`config.mk`:
```
export PLATFORM = sky130hd
export DESIGN_NAME = snitch_mem_arbiter
export DESIGN_NICKNAME = d
export VERILOG_FILES = /design/src/rtl/snitch_mem_pkg.sv /design/src/rtl/snitch_id_fifo.sv /design/src/rtl/snitch_mem_arbiter.sv
export SDC_FILE = /design/constraint.sdc
export NUM_CORES = 1
export LEC_CHECK = 0
export BUFFER_PORTS_ARGS = -buffer_cell sky130_fd_sc_hd__buf_2
export CAP_MARGIN = 10
export CORE_AREA = 2 2 95 97
export DETAILED_ROUTE_END_ITERATION = 6
export DIE_AREA = 0 0 97 99
export SLEW_MARGIN = 10
export SYNTH_ARGS = -nofsm -noshare
export SYNTH_HDL_FRONTEND = slang
export SYNTH_SLANG_ARGS = --single-unit
```
`constraint.sdc`:
```
create_clock -name clk_i -period 2.2 [get_ports clk_i]
set_clock_uncertainty 0.2 [all_clocks]
set_input_delay 0.44 -clock clk_i [delete_from_list [all_inputs] [get_ports clk_i]]
set_output_delay 0.44 -clock clk_i [all_outputs]
set_load 0.005 [all_outputs]
```
`src/rtl/snitch_mem_pkg.sv`:
```
`default_nettype none
// ============================================================================
// Module      : snitch_mem_pkg
// Description : Shared types, default widths and helpers for the Snitch
//               memory arbiter slice.
// Revision    : 1.0 - initial release
// ============================================================================
package snitch_mem_pkg;

    localparam int unsigned DefaultNumReq         = 2;
    localparam int unsigned DefaultAddrWidth      = 10;
    localparam int unsigned DefaultDataWidth      = 32;
    localparam int unsigned DefaultMaxOutstanding = 2;

    typedef struct packed {
        logic [DefaultAddrWidth-1:0] addr;
        logic [DefaultDataWidth-1:0] data;
        logic                        write;
        logic                        wstrb;
    } mem_req_t;

    typedef struct packed {
        logic [DefaultDataWidth-1:0] data;
    } mem_rsp_t;

    // Increment an index and wrap it back to zero at n.
    function automatic int unsigned wrap_inc(input int unsigned idx, input int unsigned n);
        return (idx + 1 >= n) ? 0 : idx + 1;
    endfunction

endpackage
`default_nettype wire

```
`src/rtl/snitch_id_fifo.sv`:
```
`default_nettype none
// ============================================================================
// Module      : snitch_id_fifo
// Description : Small synchronous FIFO holding requester IDs of reads that
//               are in flight, in issue order.
// Revision    : 1.0 - initial release
// ============================================================================
module snitch_id_fifo #(
    parameter int unsigned WIDTH = 1,
    parameter int unsigned DEPTH = 2
) (
    input  logic             clk_i,
    input  logic             rst_ni,
    input  logic             i_push,
    input  logic [WIDTH-1:0] i_data,
    input  logic             i_pop,
    output logic             o_full,
    output logic             o_empty,
    output logic [WIDTH-1:0] o_head
);

    localparam int unsigned c_PTR_W = (DEPTH > 1) ? $clog2(DEPTH) : 1;
    localparam int unsigned c_CNT_W = $clog2(DEPTH + 1);
    localparam logic [c_PTR_W-1:0] c_LAST = c_PTR_W'(DEPTH - 1);
    localparam logic [c_CNT_W-1:0] c_FULL = c_CNT_W'(DEPTH);

    logic [WIDTH-1:0]   r_mem [DEPTH];
    logic [c_PTR_W-1:0] r_wptr;
    logic [c_PTR_W-1:0] r_rptr;
    logic [c_CNT_W-1:0] r_cnt;
    logic               w_push_ok;
    logic               w_pop_ok;

    assign o_full    = (r_cnt == c_FULL);
    assign o_empty   = (r_cnt == '0);
    assign o_head    = r_mem[r_rptr];
    assign w_push_ok = i_push && !o_full;
    assign w_pop_ok  = i_pop && !o_empty;

    // Storage write; contents need no reset since the count qualifies them.
    always_ff @(posedge clk_i) begin
        if (w_push_ok) begin
            r_mem[r_wptr] <= i_data;
        end
    end

    // Pointers wrap at DEPTH; count tracks occupancy across push/pop.
    always_ff @(posedge clk_i or negedge rst_ni) begin
        if (!rst_ni) begin
            r_wptr <= '0;
            r_rptr <= '0;
            r_cnt  <= '0;
        end else begin
            if (w_push_ok) begin
                r_wptr <= (r_wptr == c_LAST) ? '0 : r_wptr + 1'b1;
            end
            if (w_pop_ok) begin
                r_rptr <= (r_rptr == c_LAST) ? '0 : r_rptr + 1'b1;
            end
            if (w_push_ok && !w_pop_ok) begin
                r_cnt <= r_cnt + 1'b1;
            end else if (!w_push_ok && w_pop_ok) begin
                r_cnt <= r_cnt - 1'b1;
            end
        end
    end

endmodule
`default_nettype wire

```
`src/rtl/snitch_mem_arbiter.sv`:
```
`default_nettype none
// ============================================================================
// Module      : snitch_mem_arbiter
// Description : Round-robin arbiter sharing one single-port memory between
//               several Snitch requesters; read responses are routed back
//               through an in-order ID FIFO.
// Revision    : 1.0 - initial release
// ============================================================================
module snitch_mem_arbiter
    import snitch_mem_pkg::*;
#(
    parameter int unsigned NumReq         = DefaultNumReq,
    parameter int unsigned AddrWidth      = DefaultAddrWidth,
    parameter int unsigned DataWidth      = DefaultDataWidth,
    parameter int unsigned MaxOutstanding = DefaultMaxOutstanding
) (
    input  logic                        clk_i,
    input  logic                        rst_ni,
    input  logic [NumReq*AddrWidth-1:0] req_addr_i,
    input  logic [NumReq*DataWidth-1:0] req_data_i,
    input  logic [NumReq-1:0]           req_write_i,
    input  logic [NumReq-1:0]           req_wstrb_i,
    input  logic [NumReq-1:0]           req_valid_i,
    output logic [NumReq-1:0]           req_ready_o,
    output logic [NumReq*DataWidth-1:0] rsp_data_o,
    output logic [NumReq-1:0]           rsp_valid_o,
    input  logic [NumReq-1:0]           rsp_ready_i,
    output logic [AddrWidth-1:0]        mem_req_addr_o,
    output logic [DataWidth-1:0]        mem_req_data_o,
    output logic                        mem_req_write_o,
    output logic                        mem_req_wstrb_o,
    output logic                        mem_req_valid_o,
    input  logic                        mem_req_ready_i,
    input  logic [DataWidth-1:0]        mem_rsp_data_i,
    input  logic                        mem_rsp_valid_i,
    output logic                        mem_rsp_ready_o,
    output logic                        err_o
);

    localparam int unsigned c_ID_W = (NumReq > 1) ? $clog2(NumReq) : 1;

    logic [c_ID_W-1:0] r_rr;
    logic              r_lock;
    logic [c_ID_W-1:0] r_lock_id;
    logic              r_err;
    logic [NumReq-1:0] w_elig;
    logic [c_ID_W-1:0] w_gnt;
    logic              w_gnt_valid;
    logic              w_hs;
    logic              w_push;
    logic              w_pop;
    logic              w_full;
    logic              w_empty;
    logic [c_ID_W-1:0] w_head;

    // A full FIFO blocks reads outright, even if a response pops this cycle.
    assign w_elig      = req_valid_i & (req_write_i | {NumReq{!w_full}});
    assign w_gnt_valid = r_lock || (|w_elig);
    assign w_hs        = w_gnt_valid && mem_req_ready_i;
    assign w_push      = w_hs && !req_write_i[w_gnt];
    assign err_o       = r_err;

    // Pick the first eligible requester at or after the pointer; a stalled grant wins.
    always_comb begin
        int unsigned idx;
        logic        found;
        w_gnt = r_rr;
        found = 1'b0;
        idx   = 0;
        for (int unsigned k = 0; k < NumReq; k++) begin
            idx = 32'(r_rr) + k;
            if (idx >= NumReq) begin
                idx = idx - NumReq;
            end
            if (!found && w_elig[idx]) begin
                w_gnt = c_ID_W'(idx);
                found = 1'b1;
            end
        end
        if (r_lock) begin
            w_gnt = r_lock_id;
        end
    end

    // Forward the granted requester's fields and return the memory's ready to it.
    always_comb begin
        mem_req_addr_o  = req_addr_i[w_gnt*AddrWidth +: AddrWidth];
        mem_req_data_o  = req_data_i[w_gnt*DataWidth +: DataWidth];
        mem_req_write_o = req_write_i[w_gnt];
        mem_req_wstrb_o = req_wstrb_i[w_gnt];
        mem_req_valid_o = w_gnt_valid;
        req_ready_o     = '0;
        if (w_gnt_valid) begin
            req_ready_o[w_gnt] = mem_req_ready_i;
        end
    end

    // Route the memory response to the oldest outstanding reader; drop beats with no owner.
    always_comb begin
        rsp_valid_o     = '0;
        rsp_data_o      = '0;
        mem_rsp_ready_o = mem_rsp_valid_i;
        if (!w_empty) begin
            rsp_valid_o[w_head]                    = mem_rsp_valid_i;
            rsp_data_o[w_head*DataWidth +: DataWidth] = mem_rsp_data_i;
            mem_rsp_ready_o                        = rsp_ready_i[w_head];
        end
    end

    assign w_pop = mem_rsp_valid_i && mem_rsp_ready_o && !w_empty;

    // Round-robin pointer advances past the winner; a stalled request holds the grant.
    always_ff @(posedge clk_i or negedge rst_ni) begin
        if (!rst_ni) begin
            r_rr      <= '0;
            r_lock    <= 1'b0;
            r_lock_id <= '0;
        end else if (w_hs) begin
            r_rr   <= c_ID_W'(wrap_inc(32'(w_gnt), NumReq));
            r_lock <= 1'b0;
        end else if (w_gnt_valid) begin
            r_lock    <= 1'b1;
            r_lock_id <= w_gnt;
        end
    end

    // Sticky flag for a response beat arriving with no read outstanding.
    always_ff @(posedge clk_i or negedge rst_ni) begin
        if (!rst_ni) begin
            r_err <= 1'b0;
        end else if (mem_rsp_valid_i && w_empty) begin
            r_err <= 1'b1;
        end
    end

    snitch_id_fifo #(
        .WIDTH (c_ID_W),
        .DEPTH (MaxOutstanding)
    ) u_id_fifo (
        .clk_i   (clk_i),
        .rst_ni  (rst_ni),
        .i_push  (w_push),
        .i_data  (w_gnt),
        .i_pop   (w_pop),
        .o_full  (w_full),
        .o_empty (w_empty),
        .o_head  (w_head)
    );

endmodule
`default_nettype wire
```
Word-level counts from Yosys, hierarchy flattened
Memory sizes are Yosys's and may differ from the RTL's.
Cells that the tools add are included.
- register bits: 8
- bits in writable memories: 2
- bits of input ports: 128
- output and inout bits: 115
- logic and storage cells: 95
- memories kept: 1
- add/subtract/negate cells: 9
- multiply operators: 1
- $lt $le $gt $ge: 9
- equality and inequality tests: 1
- shift operators: 4
- muxes and demuxes: 33
- bitwise logic cells: 6
- reduce and logical (&&, ||, !) cells: 24
- memory list (name ; depth ; width ; rd ports ; clocked after Yosys merged registers in ; wr ports ; line ; source):
    u_id_fifo.r_mem ; 2 ; 1 ; 1 ; 0 ; 1 ; snitch_id_fifo.sv:27 ; logic [WIDTH-1:0] r_mem [DEPTH];
- operator list (cell ; number):
    bitwise AND 64 bit ; 1
    < comparator 32 x 2 -> 1 bit (second input constant) ; 2
    two-way mux 32 bit ; 2
    two-way mux 64 bit ; 1
    variable shift 32 x 34 -> 64 bit (first input constant) ; 1
    variable part select 32 x 34 -> 64 bit ; 1
    variable part select 64 x 7 -> 32 bit ; 1
    negation 6 -> 34 bit ; 1
    two-way mux 1 bit ; 24
    variable part select 20 x 6 -> 10 bit ; 1
    logical AND 1 bit ; 12
    two-way mux 2 bit ; 4
    bitwise AND 2 bit ; 3
    zero test 1 bit ; 6
    adder 1 x 1 -> 2 bit (second input constant) ; 2
    >= comparator 2 bit (second input constant) ; 2
    < comparator 1 x 2 -> 1 bit (second input constant) ; 2
    multiplier 1 x 3 -> 4 bit (second input constant) ; 1
    nonzero test 2 bit ; 2
    subtractor 1 x 2 -> 3 bit (second input constant) ; 1
    subtractor 2 x 2 -> 3 bit (second input constant) ; 1
    adder 1 bit (second input constant) ; 2
    adder 2 x 1 -> 2 bit (second input constant) ; 1
    demux 1 bit (select 1 bit) ; 2
    10 further kinds ; 11

Depth between registers and ports, before layout
Gate-level depths: netlist (run 1).
- word-level depth: 20
- depth in mapped cells: 8
- mapped depth without buffers: 8

Modules after synthesis
A second synthesis (run 1) with hierarchy kept.
- cells, all modules: 172
- area total of the unflattened synthesis: 1537.7 um2
- by module, submodules not included (module ; instances ; cells an instance ; area an instance (um2) ; seq. area each (um2)):
    snitch_mem_arbiter ; 1 ; 150 ; 1270.0 ; 100.1
    snitch_id_fifo ; 1 ; 22 ; 267.8 ; 160.2

Least setup slack after synthesis (run 1)
OpenSTA, ideal clock, no wires.
- path kind: input to output
- start: input req_write_i[1]
- end: output mem_req_addr_o[1]
- data arrival time: 1.701 ns
- required time: 1.560 ns
- slack: -0.141 ns
- stages on the path: 6
- path through: nor4b_2 > a211oi_2 > o31ai_4 > buf_6 > buf_6 > mux2_1
- cells in the longest elaborated chain, start to end: 11
- elaborated cells between the ends (all ways): 14
- those cells by class: 1 x mul; 1 x shift; 8 x mux; 2 x bitwise; 2 x reduce/logical
- ends and longest elaborated chain (what ; line ; source):
    start: declaration ; snitch_mem_arbiter.sv:21 ; input logic [NumReq-1:0] req_write_i,
    OR 2 bit * ; snitch_mem_arbiter.sv:57 ; assign w_elig = req_valid_i & (req_write_i | {NumReq{!w_full}});
    bitwise AND 2 bit * ; snitch_mem_arbiter.sv:57 ;
    two-way mux 1 bit (implied by the code) (2 in series) ; snitch_mem_arbiter.sv:75 ; if (!found && w_elig[idx]) begin
    two-way mux 1 bit ; snitch_mem_arbiter.sv:75 ;
    zero test 1 bit ; snitch_mem_arbiter.sv:75 ;
    logical AND 1 bit ; snitch_mem_arbiter.sv:75 ;
    two-way mux 1 bit * ; snitch_mem_arbiter.sv:75 ;
    two-way mux 1 bit * ; snitch_mem_arbiter.sv:80 ; if (r_lock) begin
    multiplier 1 x 3 -> 4 bit * ; snitch_mem_arbiter.sv:87 ; mem_req_addr_o = req_addr_i[w_gnt*AddrWidth +: AddrWidth];
    variable part select 20 x 6 -> 10 bit * ; snitch_mem_arbiter.sv:87 ;
    end: declaration ; snitch_mem_arbiter.sv:28 ; output logic [AddrWidth-1:0] mem_req_addr_o,
Every way passes the cells marked *; elsewhere a longest branch is shown, timed or not. The select of a mux whose other input is x is not followed.

Final worst setup path (run 1)
- start: register u_id_fifo.r_cnt[0]
- end: output mem_req_data_o[21]
- cells in the longest elaborated chain, start to end: 12
- elaborated cells between the ends (all ways): 15
- those cells by class: 1 x eq/ne; 1 x shift; 8 x mux; 2 x bitwise; 3 x reduce/logical
- ends and longest elaborated chain (what ; line ; source):
    start: declaration ; snitch_id_fifo.sv:30 ; logic [c_CNT_W-1:0] r_cnt;
    start signal: assignment ; snitch_id_fifo.sv:61 ; r_cnt <= r_cnt + 1'b1;
    start signal: assignment ; snitch_id_fifo.sv:63 ; r_cnt <= r_cnt - 1'b1;
    == test 2 bit * ; snitch_id_fifo.sv:34 ; assign o_full = (r_cnt == c_FULL);
    zero test 1 bit * ; snitch_mem_arbiter.sv:57 ;
    OR 2 bit * ; snitch_mem_arbiter.sv:57 ;
    bitwise AND 2 bit * ; snitch_mem_arbiter.sv:57 ;
    two-way mux 1 bit (implied by the code) (2 in series) ; snitch_mem_arbiter.sv:75 ;
    two-way mux 1 bit ; snitch_mem_arbiter.sv:75 ;
    zero test 1 bit ; snitch_mem_arbiter.sv:75 ;
    logical AND 1 bit ; snitch_mem_arbiter.sv:75 ;
    two-way mux 1 bit * ; snitch_mem_arbiter.sv:75 ;
    two-way mux 1 bit * ; snitch_mem_arbiter.sv:80 ;
    variable part select 64 x 7 -> 32 bit * ; snitch_mem_arbiter.sv:88 ; mem_req_data_o = req_data_i[w_gnt*DataWidth +: DataWidth];
    end: declaration ; snitch_mem_arbiter.sv:29 ; output logic [DataWidth-1:0] mem_req_data_o,
Marked as above.

==> impl_metrics.tcl, run 1 <==
set metrics [dict create \
    grt_use_total 0.147 \
    postSynthCellCount 208 \
    synth_edf_count 2 \
    final_net_count 605 \
    route.detailed.vias_per_inst 4.35 \
    post-dp-hpwl_mm 5.67 \
    report.final.hold_viol_count 0 \
    post_synth_most_frequent_cells "73 x sky130_fd_sc_hd__nor2_1, 34 x sky130_fd_sc_hd__nand2_1, 28 x sky130_fd_sc_hd__mux2_1" \
    postRouteWirelength_mm 8.52 \
    vias 2537 \
    r2r_path_start "u_id_fifo.r_cnt[0]" \
    drt_iter0_markers 46 \
    worstHoldStart "mem_req_ready_i" \
    p_leak_uw 0.00231 \
    core.rowCount 34 \
    worst_ir_drop_vdd_v 0.000495 \
    required_ns 1.56 \
    clkSlewWorstSetupHoldPaths_ns 0.05 \
    place.gp.congestion 0.837 \
    tritoncts_num_sinks 10 \
    startpoint_type "flop" \
    timing.reg2reg.setup_slack_ns -0.32 \
    run_status "finished with violations" \
    first_global_vias 2531 \
    postSynthAreaPerCell_um2 7.37 \
    route.antenna.remaining_nets 0 \
    clockRootBuffer "sky130_fd_sc_hd__clkbuf_8" \
    start_util 0.179 \
    setup_slack_ns -0.541 \
    cell_area_after_synthesis_um2 1530 \
    die_w_um 97 \
    period_needed_ns 2.74 \
    grt_max_degree 34 \
    finalSetupViolations 119 \
    post_route_cells_drive_above_1_share 0.800 \
    worst_ep_arrival_time_ns 2.10 \
    timing.final.max_slew_violations 0 \
    worst_pin_slew_ns 0.317 \
    maximum_net_fanout_on_the_critical_path 11 \
    max_freq_mhz 365 \
    cts.path.max_buffers 2 \
    syn_to_final_growth_pct 164 \
    numPlacedInstances 562 \
    antenna_found_initial 0 \
    io_pins 243 \
    finalNonFillerCells 583 \
    detail_route.first_pass.iterations 4 \
    clkLatencyLatePin_ns 0.23 \
    powerDensity_nw_per_um2 1100 \
    rsz0062_at_grt "true" \
    yosys.area.top_type_share 0.206 \
    port_buffers 242 \
    tritoncts.num_buffers 3 \
    cts_tree "yes" \
    main_synth_ff_type "sky130_fd_sc_hd__dfrtp_1" \
    gr-total-overflow 0 \
    ctsHtreeMaxLevel 1 \
    worstSetupEndpointType "output port" \
    timing.setup.critical_path_class "reg -> out" \
    maxSlewHeadroom 0.786 \
    sequential_element_share_of_the_synthesized_area 0.170 \
    postLayoutCoreUtil 0.473 \
    failed_checks "negative setup slack" \
    design.core.area_um2 8550 \
    ys_warn_count 0 \
    drv_cap 0 \
    num_antenna_cells 0 \
    detail_route.wl_per_cell_um 14.6 \
    synth_nets 337 \
    wire_length_of_the_first_global_routing_pass_mm 11.8 \
    die_h_um 99 \
    yosys.area.top_type "sky130_fd_sc_hd__mux2_1" \
    yosys.cell_count.top_type "sky130_fd_sc_hd__nor2_1" \
    setup.worst_path.start "u_id_fifo.r_cnt[0]" \
    postSynth.asyncResetShare 0.800 \
    period_share 1.25 \
    yosys-top-cells-area "sky130_fd_sc_hd__mux2_1 21%, sky130_fd_sc_hd__nor2_1 18%, sky130_fd_sc_hd__mux2_2 14%" \
    detail_route.drc_violations 0 \
    synth.ff_latch_count 10 \
    die_area_um2 9600 \
    hold_path.class "in -> reg" \
    synthDistinctLibCells 32 \
]
## area by class of cell
| type | instances | area, um^2 |
|---|---|---|
| inverter | 2 | 10.0 |
| timing repair buffer | 278 | 1970 |
| tap | 108 | 135 |
| sequential | 10 | 264 |
| clock inverter | 1 | 3.75 |
| multi-input combinational | 181 | 1610 |
| fill | 787 | 4510 |
| clock buffer | 3 | 41.3 |
## per-stage QoR
stage	hold slack (ns)	power [uW]	TNS, ns	cell area [um^2]	setup WS (ns)
2_1_floorplan	-0.0556	1670	-4.61	1560	-0.131
3_3_place_gp	0.0911	2660	-18.48	3010	-0.467
3_5_place_dp	0.0958	2690	-20.91	3010	-0.498
4_1_cts	0.218	3510	-28.38	3430	-0.554
5_1_grt	0.233	4750	-40.09	4040	-0.625
6_report	0.229	4460	-31.29	4040	-0.541
## what timing repair did
action                                 CTS  global route
buffers inserted                         4             2
pin swaps                                3             7
hold buffers                             1             0
resized for setup                       52           111
setup endpoints to repair              116           120
gates cloned                             3             7
endpoints found under the hold margin    8             0
## where the power goes
part           internal, uW  total [uW]  switching [uW]
registers               270         337            66.5
clock network           122         191            68.8
logic                  2270        3930            1660
total                  2660        4460            1800
## registers in the layout (all words and copies together), names as in the netlist
signal / count
u_id_fifo.r_wptr: 1
r_rr: 1
u_id_fifo.r_cnt: 2
r_lock: 1
u_id_fifo.r_rptr: 1
err_o: 1
r_lock_id: 1
u_id_fifo.r_mem: 2
## routing by layer
layer	track usage	vias up	wire length, um
met2	0.279	128	4520
li1	-	1224	-
met4	0.00867	0	95
met5	0	-	0
met3	0.0298	9	542
met1	0.180	1176	3370
## placed cells by master, fill, tap and decap left out, drive strengths merged, types with 2 or more instances in the layout
cell,n
buf,271
or2,2
dfrtp,8
nor3,2
clkbuf,9
inv,2
edfxtp,2
nand2b,2
mux2,48
o21ai,2
xor2,2
mux2i,2
nand2,34
xnor2,3
nor2,73
## logic make-up after synthesis
logic type / count (synthesis) / share of synthesized area
adder cells (fa/ha/maj): 1 / 0.00816
AND/OR/NAND/NOR: 116 / 0.309
AO/OA/AOI/OAI: 9 / 0.0547
flip-flops: 10 / 0.170
XOR/XNOR: 5 / 0.0286
buffers and inverters: 17 / 0.0620
multiplexers: 50 / 0.368
## worst paths after layout
| kind | to | depth (start not counted) |
|---|---|---|
| worst max-delay path | mem_req_data_o[21] | 7 |
| worst min-delay path | r_lock | 2 |
| min in group asynchronous | r_lock | 2 |
| worst max register to register | u_id_fifo.r_cnt[1] | 10 |
| worst min register to register | err_o | 1 |
| max in group asynchronous | u_id_fifo.r_cnt[1] | 2 |
## critical path, cell delays in order, from the launching register on
cell	delay [ns]
sky130_fd_sc_hd__dfrtp_2	0.43
sky130_fd_sc_hd__nand2b_4	0.15
sky130_fd_sc_hd__o211a_1	0.23
sky130_fd_sc_hd__o31ai_4	0.27
sky130_fd_sc_hd__buf_6	0.18
sky130_fd_sc_hd__buf_16	0.16
sky130_fd_sc_hd__mux2_1	0.32
sky130_fd_sc_hd__buf_2	0.13
(Power assumes the default switching activity.)
==> inputs of run 2 (changes only) <==
Settings changed: BUFFER_PORTS_ARGS -buffer_cell sky130_fd_sc_hd__buf_2 to -buffer_cell sky130_fd_sc_hd__clkbuf_2, REMOVE_ABC_BUFFERS set to 1.
==> run 2 against run 1 <==
The flow still finishes with violations (negative setup slack). Non-clock buffer count fell by 1. Die area did not move. Clock power rose by 8%. Critical path depth rose by 1. Worst setup slack improved by 0.010 ns. Sequential share of layout area rose by 0.93 points. Critical endpoint is now mem_req_write_o.
==> impl_metrics.tcl, run 2 (synthesis gave the netlist of run 1 again) <==
set metrics [dict create \
    ordered_cell_list_for_the_critical_path "nand2b_4 > o211a_1 > o31ai_4 > buf_6 > buf_6 > buf_6 > mux2_4 > buf_6" \
    antenna_found_initial 1 \
    whs_ns 0.214 \
    wire_length_of_the_first_global_routing_pass_mm 12.0 \
    timing.reg2reg.setup_slack_ns -0.41 \
    core.rowCount 34 \
    worst_ep_arrival_time_ns 2.09 \
    setup_slack_ns -0.531 \
    grt_use_total 0.154 \
    first_global_vias 2545 \
    syn_to_final_growth_pct 129 \
    ctsHtreeMaxLevel 1 \
    port_buffers 242 \
    clockRootBuffer "sky130_fd_sc_hd__clkbuf_8" \
    mostFrequentLayoutCells "238 x sky130_fd_sc_hd__clkbuf_2, 72 x sky130_fd_sc_hd__nor2_1, 24 x sky130_fd_sc_hd__mux2_4" \
    worst_ir_drop_vdd_v 0.000348 \
    hold_path.class "in -> reg" \
    detail_route.wl_per_cell_um 14.3 \
    fin_setup_tns_ns -26.37 \
    vias 2508 \
    die_h_um 99 \
    cts.path.max_buffers 2 \
    maxSlewHeadroom 0.784 \
    crit_top_cell "sky130_fd_sc_hd__buf_6" \
    rsz0062_at_grt "true" \
    detail_route.drc_violations 0 \
    run_status "finished with violations" \
    worst_pin_slew_ns 0.324 \
    p_leak_uw 0.00206 \
    period_share 1.24 \
    failed_checks "negative setup slack" \
    tritoncts_num_sinks 10 \
    finalPower_uw 3700 \
    maximum_net_fanout_on_the_critical_path 5 \
    postRouteWirelength_mm 8.32 \
    startpoint_type "flop" \
    clkLatencyLatePin_ns 0.24 \
    design.core.area_um2 8550 \
    grt_max_degree 34 \
    period_needed_ns 2.73 \
    worstSetupEndpointType "output port" \
    timing.setup.critical_path_class "reg -> out" \
    final_net_count 605 \
    timing.final.max_slew_violations 0 \
    drv_cap 0 \
    required_ns 1.56 \
    postLayoutCoreUtil 0.410 \
    final.fill_count 892 \
    worst_path_largest_cell_delay_ns 0.41 \
    pre_cts_slack_ns -0.456 \
    route.antenna.remaining_nets 0 \
    place.gp.congestion 0.888 \
    finalSetupViolations 83 \
    max_freq_mhz 366 \
    die_w_um 97 \
    drt_iter0_markers 23 \
    post-dp-hpwl_mm 6.16 \
    powerDensity_nw_per_um2 1060 \
    tritoncts.num_buffers 3 \
    clkSlewWorstSetupHoldPaths_ns 0.05 \
    critPathTopFamily "buffers and inverters" \
    die_area_um2 9600 \
    route.detailed.vias_per_inst 4.29 \
    start_util 0.179 \
    detail_route.first_pass.iterations 4 \
    critical-path-slowest-cell "sky130_fd_sc_hd__dfrtp_1" \
    cts_tree "yes" \
    gr-total-overflow 0 \
    top_regs "u_id_fifo.r_cnt x2, u_id_fifo.r_mem x2" \
    io_pins 243 \
    critPathBufInv 4 \
    report.final.hold_viol_count 0 \
    post_route_cells_drive_above_1_share 0.722 \
    final_common_cell "sky130_fd_sc_hd__clkbuf_2" \
]
[run 2: cell count changes in the layout (fill, tap and decap cells not counted), sizes merged]
cell    previous run  this run
mux2i              2         3
clkbuf             9       244
buf              271        34
diode              0         1
bufbuf             0         1
[run 2: stage by stage]
step | area, um^2 | cells
floorplan | 1450 | 193
global placement | 2960 | 561
detailed placement | 2960 | 561
CTS | 3270 | 577
global route | 3500 | 584
finish | 3500 | 584
[run 2: path summary, 6_finish.rpt]
kind                                 endpoint          startpoint  cells past startpoint
setup / recovery              mem_req_write_o  u_id_fifo.r_cnt[0]                      8
max in group asynchronous    u_id_fifo.r_rptr              rst_ni                      2
hold / removal                         r_lock     mem_req_ready_i                      2
hold reg to reg                         err_o               err_o                      1
min in group asynchronous               err_o              rst_ni                      2
setup reg to reg           u_id_fifo.r_cnt[1]  u_id_fifo.r_cnt[0]                     11
[run 2: repair_timing]
action / 4_1_cts / 5_1_grt
pin swaps: 5 / 2
buffers inserted: 8 / 3
hold endpoints to repair: 8 / 0
hold buffers: 1 / 0
gates resized for setup: 25 / 42
setup endpoints to repair: 117 / 116
cloned: 3 / 3
[run 2: final cells by class]
class,instances,area (um^2),share of cell area
Timing Repair Buffer,277,1660,0.473
Multi-Input combinational cell,182,1400,0.398
Sequential cell,10,262,0.0746
Tap cell,108,135,0.0386
Clock buffer,3,41.3,0.0118
Inverter,2,7.51,0.00214
Clock inverter,1,3.75,0.00107
Antenna cell,1,2.50,0.000714
[run 2: where the power goes]
group / leakage, uW / internal, uW / switching (uW)
combinational: 0.00193 / 1730 / 1440
clock: 0.0000231 / 123 / 82.5
sequential: 0.000108 / 266 / 60.1
[run 2: per-layer routing]
layer | vias up | part of all wire | track usage
li1 | 1221 | - | -
met1 | 1119 | 0.35 | 0.155
met2 | 155 | 0.53 | 0.301
met3 | 13 | 0.089 | 0.0383
met4 | 0 | 0.032 | 0.0607
met5 | - | 0 | 0
[run 2: worst register-to-register path: cells and delay by family (launching register included)]
| family | cells | cell delay, ns |
|---|---|---|
| compound gates | 2 | 0.45 |
| xor+xnor | 2 | 0.31 |
| fa+ha+maj | 1 | 0.16 |
| buf+inv | 3 | 0.40 |
| flops | 1 | 0.41 |
| mux | 1 | 0.32 |
| simple gates | 2 | 0.29 |
==> inputs of run 3 (changes only) <==
Settings changed: CELL_PAD_IN_SITES_DETAIL_PLACEMENT set to 1, CELL_PAD_IN_SITES_GLOBAL_PLACEMENT set to 1, CORE_AREA 2 2 95 97 to not set, CORE_UTILIZATION set to 15, DIE_AREA 0 0 97 99 to not set, PLACE_DENSITY_LB_ADDON set to 0.1.
==> run 3 against run 2 <==
The run still ends with negative setup slack left. Sequential share of layout area is essentially flat. Critical path depth shrank 1. Combinational power about the same. Clock power is 6% lower. Worst setup slack worse by 0.0056 ns. Flip-flop and latch count unchanged. Total power is 0.48% higher. Global-route usage decreased by 0.66 points. Register-to-register slack better by 0.07 ns. Utilization decreased by 5.3 points. Die area up 11%. First-iteration DRC count up 61%.
==> impl_metrics.tcl, run 3 (synthesis gave the netlist of run 1 again) <==
set metrics [dict create \
    antenna_found_initial 0 \
    met3_usage 0.0244 \
    multiInputGateArea_um2 1400 \
    start_util 0.156 \
    cts_tree "yes" \
    finalPower_uw 3720 \
    num_antenna_cells 0 \
    cts.path.max_buffers 2 \
    max_freq_mhz 365 \
    ordered_cell_list_for_the_critical_path "nor4b_4 > a211oi_2 > o31ai_4 > buf_12 > clkbuf_16 > mux2_4 > clkbuf_2" \
    reg2regPathDepth 10 \
    net-switching-power_uw 1580 \
    period_needed_ns 2.74 \
    top_regs "u_id_fifo.r_cnt x2, u_id_fifo.r_mem x2" \
    grt_max_degree 34 \
    first_global_vias 2296 \
    mostFrequentLayoutCells "238 x sky130_fd_sc_hd__clkbuf_2, 71 x sky130_fd_sc_hd__nor2_1, 34 x sky130_fd_sc_hd__mux2_4" \
    globalRouteMet2Util 0.292 \
    worst_ep_arrival_time_ns 2.10 \
    port_buffers 242 \
    p_leak_uw 0.00207 \
    rsz0062_at_grt "true" \
    timing.setup.critical_path_class "reg -> out" \
    drv_cap 0 \
    p_int_uw 2140 \
    post-dp-hpwl_mm 6.87 \
    critical-path-slowest-cell "sky130_fd_sc_hd__dfrtp_1" \
    wire_length_of_the_first_global_routing_pass_mm 12.0 \
    worst_pin_slew_ns 0.290 \
    route.detailed.vias_per_inst 4.08 \
    cp-endpoint "mem_req_data_o[29]" \
    run_status "finished with violations" \
    tritoncts_num_sinks 10 \
    startpoint_type "flop" \
    final_net_count 599 \
    design.core.area_um2 9820 \
    final_common_cell "sky130_fd_sc_hd__clkbuf_2" \
    worst_ir_drop_vdd_v 0.000659 \
    post_dp_cell_area_um2 3020 \
    clkSlewWorstSetupHoldPaths_ns 0.04 \
    setup_slack_ns -0.537 \
    detail_route.drc_violations 0 \
    post_route_cells_drive_above_1_share 0.721 \
    critical_path.reg2reg.endpoint "u_id_fifo.r_cnt[1]" \
    drt_iter0_markers 37 \
    ctsHtreeMaxLevel 1 \
    design_area_um2 3500 \
    gr-total-overflow 0 \
    maxSlewHeadroom 0.804 \
    required_ns 1.56 \
    timing.final.max_slew_violations 0 \
    io_pins 243 \
    power.share.combinational 0.860 \
    numPlacedInstances 587 \
    power_frac_seq 0.088 \
    power_switching_share 0.424 \
    syn_to_final_growth_pct 129 \
    setup.worst_path.start "r_rr" \
    final.fill_count 1278 \
    powerDensity_nw_per_um2 1060 \
    maximum_net_fanout_on_the_critical_path 11 \
    period_share 1.24 \
    die_h_um 103 \
    routing_usage_on_met1 0.166 \
    tritoncts.num_buffers 3 \
    whs_ns 0.241 \
    worstHoldStart "mem_req_ready_i" \
    worst_path_largest_cell_delay_ns 0.40 \
    clkLatencyLatePin_ns 0.24 \
    failed_checks "negative setup slack" \
    hold_path.class "in -> reg" \
    grt_use_total 0.147 \
    postRouteWirelength_mm 9.00 \
    sequential_cell_area_um2 260 \
    timing.hold.worst_path_depth 2 \
    place.gp.congestion 0.808 \
    detail_route.wl_per_cell_um 14.9 \
    clock_power_share 0.052 \
    core.rowCount 36 \
    report.final.hold_viol_count 0 \
    timing.reg2reg.setup_slack_ns -0.34 \
    grt.busiest_layer "met2" \
    route.antenna.remaining_nets 0 \
    r2r_path_start "r_rr" \
    worstSetupEndpointType "output port" \
    vias 2457 \
    die_area_um2 10600 \
    finalSetupViolations 84 \
    finalNonFillerCells 602 \
    clockRootBuffer "sky130_fd_sc_hd__clkbuf_8" \
    pre_cts_slack_ns -0.506 \
    detail_route.first_pass.iterations 4 \
    die_w_um 103 \
]
## run 3: changes by cell type in the layout (fill, tap and decap cells not counted), moves of 2 or more
cell and change:
sky130_fd_sc_hd__mux2_1 -9, sky130_fd_sc_hd__buf_16 +2, sky130_fd_sc_hd__mux2_4 +10, sky130_fd_sc_hd__buf_6 -4, sky130_fd_sc_hd__buf_4 -3, sky130_fd_sc_hd__buf_2 +2, sky130_fd_sc_hd__nand2_1 +10, sky130_fd_sc_hd__nand2_2 -9
## run 3: how the worst min path moves through the flow
stage | slack, ns | to
floorplan | -0.06 | err_o
global placement | 0.1 | r_rr
detailed placement | 0.10 | r_rr
CTS | 0.24 | r_lock
global route | 0.25 | r_lock
finish | 0.24 | r_lock
## run 3: per-layer routing
metal,vias up,share of wire
li1,1212,-
met1,1164,0.38
met2,73,0.56
met3,8,0.045
met4,0,0.0081
met5,-,0
## run 3: critical path, delay by kind of cell, from the launching register on
kind	cells	cell delay, ns
AO/OA/AOI/OAI	2	0.36
multiplexers	1	0.31
flip-flops	1	0.40
AND/OR/NAND/NOR	1	0.31
buffers and inverters	3	0.50
## run 3: what timing repair did
| action | in CTS | in global routing |
|---|---|---|
| gates resized for setup | 32 | 37 |
| setup buffers | 2 | 3 |
| gates cloned | 3 | 2 |
| setup endpoints to repair | 115 | 110 |
| pin swaps | 4 | 4 |
| hold buffers | 1 | 0 |
| hold endpoints to repair | 8 | 0 |
## run 3: per-stage QoR
stage | utilization | setup TNS (ns)
2_1_floorplan | - | -62.83
3_3_place_gp | 0.307 | -18.76
3_5_place_dp | 0.307 | -22.61
4_1_cts | 0.337 | -26.35
5_1_grt | 0.357 | -31.46
6_report | 0.357 | -25.52
## run 3: area by class of cell
| type | count | area share |
|---|---|---|
| clock buffer | 4 | 0.0129 |
| multi-input combinational | 181 | 0.400 |
| inverter | 2 | 0.00286 |
| tap | 133 | 0.0475 |
| timing repair buffer | 272 | 0.462 |
| sequential | 10 | 0.0743 |
## run 3: power groups by stage
stage	logic, uW	clock network [uW]	registers, uW
floorplan	1200	0	324
global placement	2430	0	324
detailed placement	2460	0	324
CTS	2930	201	327
global route	3480	214	337
finish	3190	194	328
